$ cat config.mk
export PLATFORM = sky130hd
export DESIGN_NAME = cache_line_bridge_flat
export DESIGN_NICKNAME = d
export VERILOG_FILES = /design/src/rtl/cache_line_bridge_if.sv /design/src/rtl/cache_line_bridge.sv /design/src/flat_wrapper.sv
export SDC_FILE = /design/constraint.sdc
export NUM_CORES = 1
export LEC_CHECK = 0
export CAP_MARGIN = 15
export CORE_ASPECT_RATIO = 0.9
export CORE_MARGIN = 2
export CORE_UTILIZATION = 25
export CTS_BUF_LIST = sky130_fd_sc_hd__clkbuf_8
export DETAILED_ROUTE_END_ITERATION = 8
export GPL_TIMING_DRIVEN = 1
export PLACE_DENSITY = 0.45
export SLEW_MARGIN = 10
export SYNTH_ARGS = -nofsm -noshare
export SYNTH_HDL_FRONTEND = slang
export SYNTH_SLANG_ARGS = --single-unit
$ cat constraint.sdc
create_clock -name clock -period 2.4 [get_ports clock]
set_input_delay 0.36 -clock clock [delete_from_list [all_inputs] [get_ports clock]]
set_output_delay 0.36 -clock clock [all_outputs]
set_load 0.03 [all_outputs]
$ cat src/rtl/cache_line_bridge_if.sv
`timescale 1ns/1ps
`default_nettype none
// ============================================================================
// Module   : cache_line_bridge_if
// Purpose  : Bundles the cache-side line request/fill signals and the
//            mem_arb client-port signals of one cache_line_bridge.
//            "slave" is the bridge's view, "master" the environment's view.
// Revision : 1.0 - initial release
// ============================================================================
interface cache_line_bridge_if #(
  parameter int ADDR_WIDTH     = 32,
  parameter int DATA_WIDTH     = 32,
  parameter int BURSTLEN_WIDTH = 2
);
  localparam int LINE_WORDS = 2 ** BURSTLEN_WIDTH;

  // cache controller side
  logic                             req_valid;
  logic                             req_ready;
  logic                             req_wr;
  logic [ADDR_WIDTH-1:0]            req_addr;
  logic [LINE_WORDS*DATA_WIDTH-1:0] req_wdata;
  logic                             fill_word_valid;
  logic [BURSTLEN_WIDTH-1:0]        fill_word_idx;
  logic [DATA_WIDTH-1:0]            fill_word;
  logic [LINE_WORDS*DATA_WIDTH-1:0] rdata_line;
  logic                             done;

  // mem_arb client side
  logic [ADDR_WIDTH-1:0]            mm_addr;
  logic [BURSTLEN_WIDTH-1:0]        mm_burst_len;
  logic [DATA_WIDTH-1:0]            mm_data_out;
  logic [DATA_WIDTH-1:0]            mm_data_in;
  logic                             mm_wr;
  logic                             mm_rd;
  logic                             mm_waitrequest;
  logic                             mm_rd_valid;

  modport slave (
    input  req_valid, req_wr, req_addr, req_wdata,
    input  mm_data_in, mm_waitrequest, mm_rd_valid,
    output req_ready, fill_word_valid, fill_word_idx, fill_word, rdata_line, done,
    output mm_addr, mm_burst_len, mm_data_out, mm_wr, mm_rd
  );

  modport master (
    output req_valid, req_wr, req_addr, req_wdata,
    output mm_data_in, mm_waitrequest, mm_rd_valid,
    input  req_ready, fill_word_valid, fill_word_idx, fill_word, rdata_line, done,
    input  mm_addr, mm_burst_len, mm_data_out, mm_wr, mm_rd
  );
endinterface
`default_nettype wire

$ cat src/rtl/cache_line_bridge.sv
`timescale 1ns/1ps
`default_nettype none
// ============================================================================
// Module   : cache_line_bridge
// Purpose  : Turns whole-line fill / writeback requests into one mem_arb
//            burst. Fills are critical-word-first with wrap, each word is
//            forwarded as it arrives; writebacks are line-aligned, sequential.
// Revision : 1.0 - initial release
// ============================================================================
module cache_line_bridge #(
  parameter int ADDR_WIDTH     = 32,
  parameter int DATA_WIDTH     = 32,
  parameter int BURSTLEN_WIDTH = 2
) (
  input  wire logic          clock,
  input  wire logic          reset_n,
  cache_line_bridge_if.slave bus
);
  localparam int LINE_WORDS = 2 ** BURSTLEN_WIDTH;
  localparam logic [BURSTLEN_WIDTH-1:0] LAST_BEAT = BURSTLEN_WIDTH'(LINE_WORDS - 1);
  localparam logic [ADDR_WIDTH-1:0]     WORD_STEP = ADDR_WIDTH'(4);

  localparam logic [1:0] S_IDLE    = 2'd0;
  localparam logic [1:0] S_RD_REQ  = 2'd1;
  localparam logic [1:0] S_RD_DATA = 2'd2;
  localparam logic [1:0] S_WR      = 2'd3;

  logic [1:0]                                state;
  logic [1:0]                                state_next;
  logic [BURSTLEN_WIDTH-1:0]                 beat;
  logic [BURSTLEN_WIDTH-1:0]                 beat_inc;
  logic [BURSTLEN_WIDTH-1:0]                 word_idx;
  logic [LINE_WORDS-1:0][DATA_WIDTH-1:0]     wr_words;
  logic [LINE_WORDS-1:0][DATA_WIDTH-1:0]     line_words;
  logic [ADDR_WIDTH-1:0]                     mm_addr_reg;
  logic [DATA_WIDTH-1:0]                     mm_data_reg;
  logic                                      mm_rd_reg;
  logic                                      mm_wr_reg;
  logic                                      done_reg;
  logic                                      fill_valid_reg;
  logic [BURSTLEN_WIDTH-1:0]                 fill_idx_reg;
  logic [DATA_WIDTH-1:0]                     fill_data_reg;
  logic                                      ready;
  logic                                      accept;
  logic                                      last_beat;
  logic                                      mm_rd_next;
  logic                                      mm_wr_next;
  logic                                      done_next;
  logic                                      unused_addr_bits;

  // Byte-lane bits never matter: both burst kinds are word addressed.
  assign unused_addr_bits = ^bus.req_addr[1:0];

  assign accept    = bus.req_valid && ready;
  assign last_beat = (beat == LAST_BEAT);
  assign beat_inc  = beat + 1'b1;

  assign bus.req_ready       = ready;
  assign bus.mm_addr         = mm_addr_reg;
  assign bus.mm_data_out     = mm_data_reg;
  assign bus.mm_rd           = mm_rd_reg;
  assign bus.mm_wr           = mm_wr_reg;
  assign bus.mm_burst_len    = LAST_BEAT;
  assign bus.done            = done_reg;
  assign bus.fill_word_valid = fill_valid_reg;
  assign bus.fill_word_idx   = fill_idx_reg;
  assign bus.fill_word       = fill_data_reg;
  assign bus.rdata_line      = line_words;

  // State register; a reset mid-burst simply abandons the transfer.
  always_ff @(posedge clock) begin
    if (!reset_n) state <= S_IDLE;
    else          state <= state_next;
  end

  // Next-state: a burst ends on the last granted write beat or last read beat.
  always_comb begin
    state_next = state;
    case (state)
      S_IDLE:    if (accept) state_next = bus.req_wr ? S_WR : S_RD_REQ;
      S_RD_REQ:  if (!bus.mm_waitrequest) state_next = S_RD_DATA;
      S_RD_DATA: if (bus.mm_rd_valid && last_beat) state_next = S_IDLE;
      S_WR:      if (!bus.mm_waitrequest && last_beat) state_next = S_IDLE;
      default:   state_next = S_IDLE;
    endcase
  end

  // Outputs: mm_rd/mm_wr/done are registered copies of the coming state, so
  // the request strobes follow the state one cycle after the decision.
  always_comb begin
    ready      = (state == S_IDLE) && reset_n;
    mm_rd_next = (state_next == S_RD_REQ);
    mm_wr_next = (state_next == S_WR);
    done_next  = (state != S_IDLE) && (state_next == S_IDLE);
  end

  // Datapath: latch the request, advance write beats on grant, collect fill words.
  always_ff @(posedge clock) begin
    if (!reset_n) begin
      beat           <= '0;
      word_idx       <= '0;
      wr_words       <= '0;
      line_words     <= '0;
      mm_addr_reg    <= '0;
      mm_data_reg    <= '0;
      mm_rd_reg      <= 1'b0;
      mm_wr_reg      <= 1'b0;
      done_reg       <= 1'b0;
      fill_valid_reg <= 1'b0;
      fill_idx_reg   <= '0;
      fill_data_reg  <= '0;
    end else begin
      mm_rd_reg      <= mm_rd_next;
      mm_wr_reg      <= mm_wr_next;
      done_reg       <= done_next;
      fill_valid_reg <= 1'b0;
      case (state)
        S_IDLE: begin
          if (accept) begin
            beat     <= '0;
            word_idx <= bus.req_addr[BURSTLEN_WIDTH+1:2];
            wr_words <= bus.req_wdata;
            if (bus.req_wr) begin
              mm_addr_reg <= {bus.req_addr[ADDR_WIDTH-1:BURSTLEN_WIDTH+2],
                              {(BURSTLEN_WIDTH+2){1'b0}}};
              mm_data_reg <= bus.req_wdata[DATA_WIDTH-1:0];
            end else begin
              mm_addr_reg <= {bus.req_addr[ADDR_WIDTH-1:2], 2'b00};
            end
          end
        end
        S_RD_DATA: begin
          if (bus.mm_rd_valid) begin
            line_words[word_idx] <= bus.mm_data_in;
            fill_valid_reg       <= 1'b1;
            fill_idx_reg         <= word_idx;
            fill_data_reg        <= bus.mm_data_in;
            word_idx             <= word_idx + 1'b1;
            beat                 <= beat_inc;
          end
        end
        S_WR: begin
          // Address/data move only after a grant, so they are stable under stall.
          if (!bus.mm_waitrequest && !last_beat) begin
            beat        <= beat_inc;
            mm_addr_reg <= mm_addr_reg + WORD_STEP;
            mm_data_reg <= wr_words[beat_inc];
          end
        end
        default: ;
      endcase
    end
  end

  // Read data arriving outside the data phase means the arbiter misrouted a beat.
  a_rd_valid_in_data: assert property (@(posedge clock) disable iff (!reset_n)
    bus.mm_rd_valid |-> (state == S_RD_DATA));

endmodule
`default_nettype wire

$ cat src/flat_wrapper.sv
// flat-port wrapper written by rule: the top's interface ports become plain ports
module cache_line_bridge_flat 
#(
  parameter int ADDR_WIDTH     = 32,
  parameter int DATA_WIDTH     = 32,
  parameter int BURSTLEN_WIDTH = 2
)
  (clock, reset_n, bus_req_valid, bus_req_wr, bus_req_addr, bus_req_wdata, bus_mm_data_in, bus_mm_waitrequest, bus_mm_rd_valid, bus_req_ready, bus_fill_word_valid, bus_fill_word_idx, bus_fill_word, bus_rdata_line, bus_done, bus_mm_addr, bus_mm_burst_len, bus_mm_data_out, bus_mm_wr, bus_mm_rd);
  cache_line_bridge_if #(.ADDR_WIDTH(ADDR_WIDTH), .DATA_WIDTH(DATA_WIDTH), .BURSTLEN_WIDTH(BURSTLEN_WIDTH)) bus_i ();
  input  wire logic clock;
  input  wire logic reset_n;
  input wire logic [$bits(bus_i.req_valid)-1:0] bus_req_valid;
  input wire logic [$bits(bus_i.req_wr)-1:0] bus_req_wr;
  input wire logic [$bits(bus_i.req_addr)-1:0] bus_req_addr;
  input wire logic [$bits(bus_i.req_wdata)-1:0] bus_req_wdata;
  input wire logic [$bits(bus_i.mm_data_in)-1:0] bus_mm_data_in;
  input wire logic [$bits(bus_i.mm_waitrequest)-1:0] bus_mm_waitrequest;
  input wire logic [$bits(bus_i.mm_rd_valid)-1:0] bus_mm_rd_valid;
  output wire logic [$bits(bus_i.req_ready)-1:0] bus_req_ready;
  output wire logic [$bits(bus_i.fill_word_valid)-1:0] bus_fill_word_valid;
  output wire logic [$bits(bus_i.fill_word_idx)-1:0] bus_fill_word_idx;
  output wire logic [$bits(bus_i.fill_word)-1:0] bus_fill_word;
  output wire logic [$bits(bus_i.rdata_line)-1:0] bus_rdata_line;
  output wire logic [$bits(bus_i.done)-1:0] bus_done;
  output wire logic [$bits(bus_i.mm_addr)-1:0] bus_mm_addr;
  output wire logic [$bits(bus_i.mm_burst_len)-1:0] bus_mm_burst_len;
  output wire logic [$bits(bus_i.mm_data_out)-1:0] bus_mm_data_out;
  output wire logic [$bits(bus_i.mm_wr)-1:0] bus_mm_wr;
  output wire logic [$bits(bus_i.mm_rd)-1:0] bus_mm_rd;
  assign bus_i.req_valid = bus_req_valid;
  assign bus_i.req_wr = bus_req_wr;
  assign bus_i.req_addr = bus_req_addr;
  assign bus_i.req_wdata = bus_req_wdata;
  assign bus_i.mm_data_in = bus_mm_data_in;
  assign bus_i.mm_waitrequest = bus_mm_waitrequest;
  assign bus_i.mm_rd_valid = bus_mm_rd_valid;
  assign bus_req_ready = bus_i.req_ready;
  assign bus_fill_word_valid = bus_i.fill_word_valid;
  assign bus_fill_word_idx = bus_i.fill_word_idx;
  assign bus_fill_word = bus_i.fill_word;
  assign bus_rdata_line = bus_i.rdata_line;
  assign bus_done = bus_i.done;
  assign bus_mm_addr = bus_i.mm_addr;
  assign bus_mm_burst_len = bus_i.mm_burst_len;
  assign bus_mm_data_out = bus_i.mm_data_out;
  assign bus_mm_wr = bus_i.mm_wr;
  assign bus_mm_rd = bus_i.mm_rd;
  cache_line_bridge #(.ADDR_WIDTH(ADDR_WIDTH), .DATA_WIDTH(DATA_WIDTH), .BURSTLEN_WIDTH(BURSTLEN_WIDTH)) u_core (.clock(clock), .reset_n(reset_n), .bus(bus_i));
endmodule
# Word-level counts from Yosys, hierarchy flattened
# Cells that the tools add are included.
dict set report totals {
  ff_bits 364
  input_bits 198
  output_inout_bits 233
  word_cells 84
}
dict set report op_classes {
  n_addsub 3
  magnitude_cmp 3
  eq_ne 10
  n_mux 27
  n_reduce_logical 22
}
# op count
set op_table {}
lappend op_table {{32-bit two-way mux} 7}
lappend op_table {{128-bit bitwise mux} 1}
lappend op_table {{32-bit one-hot mux with 2 select lines} 2}
lappend op_table {{32-bit binary-select mux with 2-bit select} 1}
lappend op_table {{32-bit demux with 2-bit select} 1}
lappend op_table {{32-bit by 3-bit adder with 32-bit output, second input constant} 1}
lappend op_table {{2-bit two-way mux} 10}
lappend op_table {{2-bit == test, second input constant} 4}
lappend op_table {{2-bit one-hot mux with 4 select lines} 1}
lappend op_table {{4-bit AND reduction} 2}
lappend op_table {{1-bit logical AND} 7}
lappend op_table {{2-bit by 3-bit less-than comparator with 1-bit output, second input constant} 2}
lappend op_table {{2-bit one-hot mux with 3 select lines} 1}
lappend op_table {{2-bit AND reduction} 3}
lappend op_table {{3-bit AND reduction} 2}
lappend op_table {{2-bit nonzero test} 3}
lappend op_table {{2-bit by 1-bit adder with 2-bit output, second input constant} 2}
lappend op_table {{2-bit by 1-bit == test with 1-bit output, second input constant} 2}
lappend op_table {{2-bit logical NOT} 2}
lappend op_table {{4-bit two-way mux} 1}
lappend op_table {{2-bit by 1-bit inequality test with 1-bit output, second input constant} 2}
lappend op_table {{2-bit inequality test, second input constant} 2}
lappend op_table {{2-bit one-hot mux with 2 select lines} 1}
lappend op_table {{3-bit nonzero test} 1}
lappend op_table {{other kinds (3)} 4}

# Longest topological paths before layout
dict set report logic_depth {
  depth_word 7
  mapped_depth 8
  depth_no_buf 6
}

# Worst setup path before layout
# No wires, ideal clock.
dict set report synth_path {
  path_kind {flip-flop to flip-flop}
  from {reg u_core.mm_addr_reg[17] (netlist: u_core.bus.mm_addr[17])}
  to {reg u_core.mm_addr_reg[31] (netlist: u_core.bus.mm_addr[31])}
  arrival_time_ps 1825
  t_required_ps 2280
  slack_ps 455
  path_stages_with_launch 7
  period_less_slack_ps 1945
  path_cell_list {dfxtp_1 > buf_2 > and4_4 > nand4_1 > nor4_1 > a21oi_1 > a211o_1}
}
dict set report synth_between {
  elab_chain_cells 3
}
# item line
set synth_rtl {}
lappend synth_rtl {{start, declared} cache_line_bridge.sv:35} ;# logic [ADDR_WIDTH-1:0] mm_addr_reg;
lappend synth_rtl {{start signal, assigned} cache_line_bridge.sv:124} ;# mm_addr_reg <= {bus.req_addr[ADDR_WIDTH-1:BURSTLEN_WIDTH+2],
lappend synth_rtl {{start signal, assigned} cache_line_bridge.sv:128} ;# mm_addr_reg <= {bus.req_addr[ADDR_WIDTH-1:2], 2'b00};
lappend synth_rtl {{start signal, assigned} cache_line_bridge.sv:146} ;# mm_addr_reg <= mm_addr_reg + WORD_STEP;
lappend synth_rtl {{32-bit by 3-bit adder with 32-bit output} cache_line_bridge.sv:146}
lappend synth_rtl {{32-bit two-way mux} cache_line_bridge.sv:144} ;# if (!bus.mm_waitrequest && !last_beat) begin
lappend synth_rtl {{32-bit one-hot mux with 2 select lines} cache_line_bridge.sv:117} ;# case (state)
# Every way passes these cells. The select of a mux whose other input is x is not followed.
# A chain may end at the register's enable or synchronous reset.

# Final worst setup path
dict set report layout_path {
  from {reg u_core.mm_addr_reg[18] (netlist: u_core.bus.mm_addr[18])}
  to {out bus_mm_addr[18]}
}
# item line
set layout_lines {}
lappend layout_lines {{end, declared} flat_wrapper.sv:25} ;# output wire logic [$bits(bus_i.mm_addr)-1:0] bus_mm_addr;
# No word-level cell between the ends.

==> impl_metrics.py <==
metrics = {
    "finish": {
        "syn_to_final_growth_pct": 44.15,
        "fillCellCount": 6025,
        "multi_input_area_mm2": 0.006660,
        "fin_util_pct": 36.23,
        "drive_gt1_share_pct": 8.671,
        "nNetsFinal": 2428,
        "seqCellArea_mm2": 0.007248,
    },
    "global_route": {
        "antenna_found_initial": 13,
        "grt-ovfl-total": 0,
        "first_global_vias": 13482,
        "grt_pass1_wl_um": 81940,
        "groute.usage.overall_pct": 17.61,
        "grt_max_degree": 185,
    },
    "synthesis": {
        "netlist-cell-type-count": 58,
        "syn_inst": 1833,
        "synth_edf_count": 0,
        "yosys_most_used_dff": "dfxtp_1",
        "synth_top_cell_by_area": "dfxtp_1",
        "syn_area_mm2": 0.01461,
        "ys.warnings.count": 0,
        "ys_seq_elements": 362,
        "synth.yosys.seq_area_share_pct": 49.61,
        "synthArstFlopShare_pct": 0,
        "synth_area_per_cell_um2": 7.969,
        "synth_top_area_share_pct": 49.61,
        "yosys-top-cells-area": "dfxtp_1 (50%), nand2_1 (18%), a21oi_1 (6.4%)",
    },
    "setup_path": {
        "rr_startpoint": "u_core.bus.mm_addr[4]",
        "path_buf_inv": 1,
        "crit_fanout": 9,
        "crit_chain": "clkdlybuf4s50_1",
        "cp.required_ps": 2040,
        "endpoint_kind": "primary output",
        "cp_data_arrival_time_ps": 1940,
        "path_class": "flop to primary output",
        "cp_slowest_stage_delay_ps": 750,
        "start_kind": "flop",
        "critical_path.slowest_cell": "clkdlybuf4s50_1",
        "critPathLaunch": "u_core.bus.mm_addr[18]",
        "path_delay_family": "buffers and inverters",
    },
    "timing": {
        "slew_violations": 0,
        "tightestPinTransition_ps": 964.9,
        "hold_slack_ps": 279.8,
        "rsz0062_at_grt": "no",
        "final-hold-violation-count": 0,
        "setup_ws_ps": 100.4,
        "fmaxAchievable_mhz": 434.9,
        "setup_viol": 0,
        "finalCritPeriodShare_pct": 95.82,
        "min_period_ps": 2300,
        "relSlewSlack_pct": 35.67,
        "clock_skew_ps": 26.09,
        "tns_ps": 0,
    },
    "pwr": {
        "p_leak_uw": 0.007361,
        "peakVddDrop_mv": 0.3444,
        "power_density_mw_per_mm2": 686.5,
    },
    "drt": {
        "drtIter0Drc": 815,
        "routed_wl_um": 54650,
        "ant_nets": 0,
        "vias": 13996,
        "drc": 0,
        "vias_per_cell": 4.587,
        "dr.pass1.iters": 5,
        "wire_per_inst_um": 17.91,
    },
    "clocking": {
        "clockRootBuffer": "clkbuf_8",
        "path_clk_slew_ps": 60,
        "cts.path.max_buffers": 3,
        "htreeDepth": 3,
        "cts_tree": "built",
        "cts_made_buffers": 68,
        "cts.sinks": 362,
        "insertion_delay_ps": 630,
    },
    "placed_design": {
        "portBuffers": 424,
        "place_congestion": 0.8203,
        "dp.final_hpwl_um": 36490,
        "preCtsSetupSlack_ps": 250.4,
    },
    "job": {
        "cap_violations": 0,
    },
    "die": {
        "die_x_um": 258.8,
        "die_y_um": 233.3,
        "coreArea_mm2": 0.05812,
        "pin_count": 431,
        "rows": 84,
        "dieArea_mm2": 0.06038,
        "start_util_pct": 25.13,
    },
    "worst_hold_path": {
        "worstHoldPathType": "input pin to flop",
        "hold_start": "bus_req_wdata[65]",
    },
    "status": {
        "status": "completed",
    },
}
## through the flow
step / std cells / power [uW] / instance area, um^2
floorplan: 1835 / 7708 / 14620
global placement: 2927 / 8681 / 19710
detailed placement: 2927 / 8707 / 19710
CTS: 3046 / 14740 / 21040
global route: 3048 / 15160 / 21050
finish: 3051 / 14450 / 21060
## path summary, 6_finish.rpt
path	to	slack, ps	cells past startpoint
min reg2reg	u_core.wr_words[77]	440	2
min	u_core.wr_words[65]	280	3
max	bus_mm_addr[18]	100	1
max reg2reg	u_core.bus.mm_addr[31]	270	6
## placed cells by master, fill, tap and decap left out, types with 3 or more instances in the layout
cell type	n
nor3_1	11
clkbuf_8	84
o22ai_1	4
nor4_1	5
and3_1	9
clkdlybuf4s50_1	422
nand3_1	23
ha_1	5
o21ai_0	61
nor2b_1	3
o21ai_1	122
a21oi_1	186
a31oi_1	41
inv_1	26
o211ai_1	4
mux2i_1	7
o31a_1	3
dfxtp_1	361
diode_2	5
nand2_1	686
and4_1	6
buf_4	31
nor2_1	30
or3_1	3
clkinvlp_4	4
mux4_2	32
clkinv_2	10
buf_12	16
a22oi_1	3
and2_1	5
nand4_1	17
conb_1	4
## metal layers
metal	wire length [um]	GRT usage, %	vias to the layer above
met3	3918	5.534	104
met1	23850	21.94	6496
met2	25180	28.38	397
met4	1611	6.774	12
met5	84	0	-
li1	-	-	6987
## power by group
part,switching [uW],internal [uW]
sequential,219,6350
combinational,1110,887
clock,2730,3170
## cells in the mapped netlist, types with 3 or more instances
library cell / count
a21oi_1: 186
a22oi_1: 3
a31oi_1: 41
and2_1: 6
and3_1: 9
and4_1: 6
buf_2: 53
buf_4: 13
clkbuf_1: 86
dfxtp_1: 362
ha_1: 6
inv_1: 9
mux2i_1: 7
mux4_2: 32
nand2_1: 687
nand3_1: 23
nand4_1: 17
nor2_1: 30
nor2b_1: 3
nor3_1: 11
nor4_1: 5
o211ai_1: 4
o21ai_0: 61
o21ai_1: 122
o22ai_1: 4
o31a_1: 3
or3_1: 3
## final cells by class
cell class | count | share of cell area (%)
diodes | 5 | 0.05942
clock buffers | 84 | 5.491
clock inverters | 34 | 0.7962
inverters | 9 | 0.1723
multi-input cells | 1311 | 31.63
flip-flops and latches | 362 | 34.42
well taps | 774 | 4.599
repair buffers | 472 | 22.83
## tightest hold or removal path, delay by kind of cell
family                 cells  cell delay, ps
AOI/OAI and AO/OA          1              50
buffers and inverters      1             400
and+or+nand+nor            1              60
## cell families (layout without fill, tap and decap cells)
group / Yosys count / in the layout / synth area share (%)
simple gates: 816 / 816 / 22.98
compound gates: 443 / 443 / 16.27
flops: 362 / 362 / 49.61
buf+inv: 162 / 599 / 4.951
mux: 41 / 41 / 5.567
fa+ha+maj: 6 / 6 / 0.5139
other cells: 2 / 9 / 0.05141
xor+xnor: 1 / 1 / 0.05997
## repair_timing
action | 4_1_cts | 5_1_grt
buffers inserted | 0 | 0
endpoints found under the setup margin | 1 | 0
endpoints found under the hold margin | 1 | 0
hold buffers | 1 | 0
resized for setup | 1 | 0
Note: power is estimated with default switching activity, not from simulation.
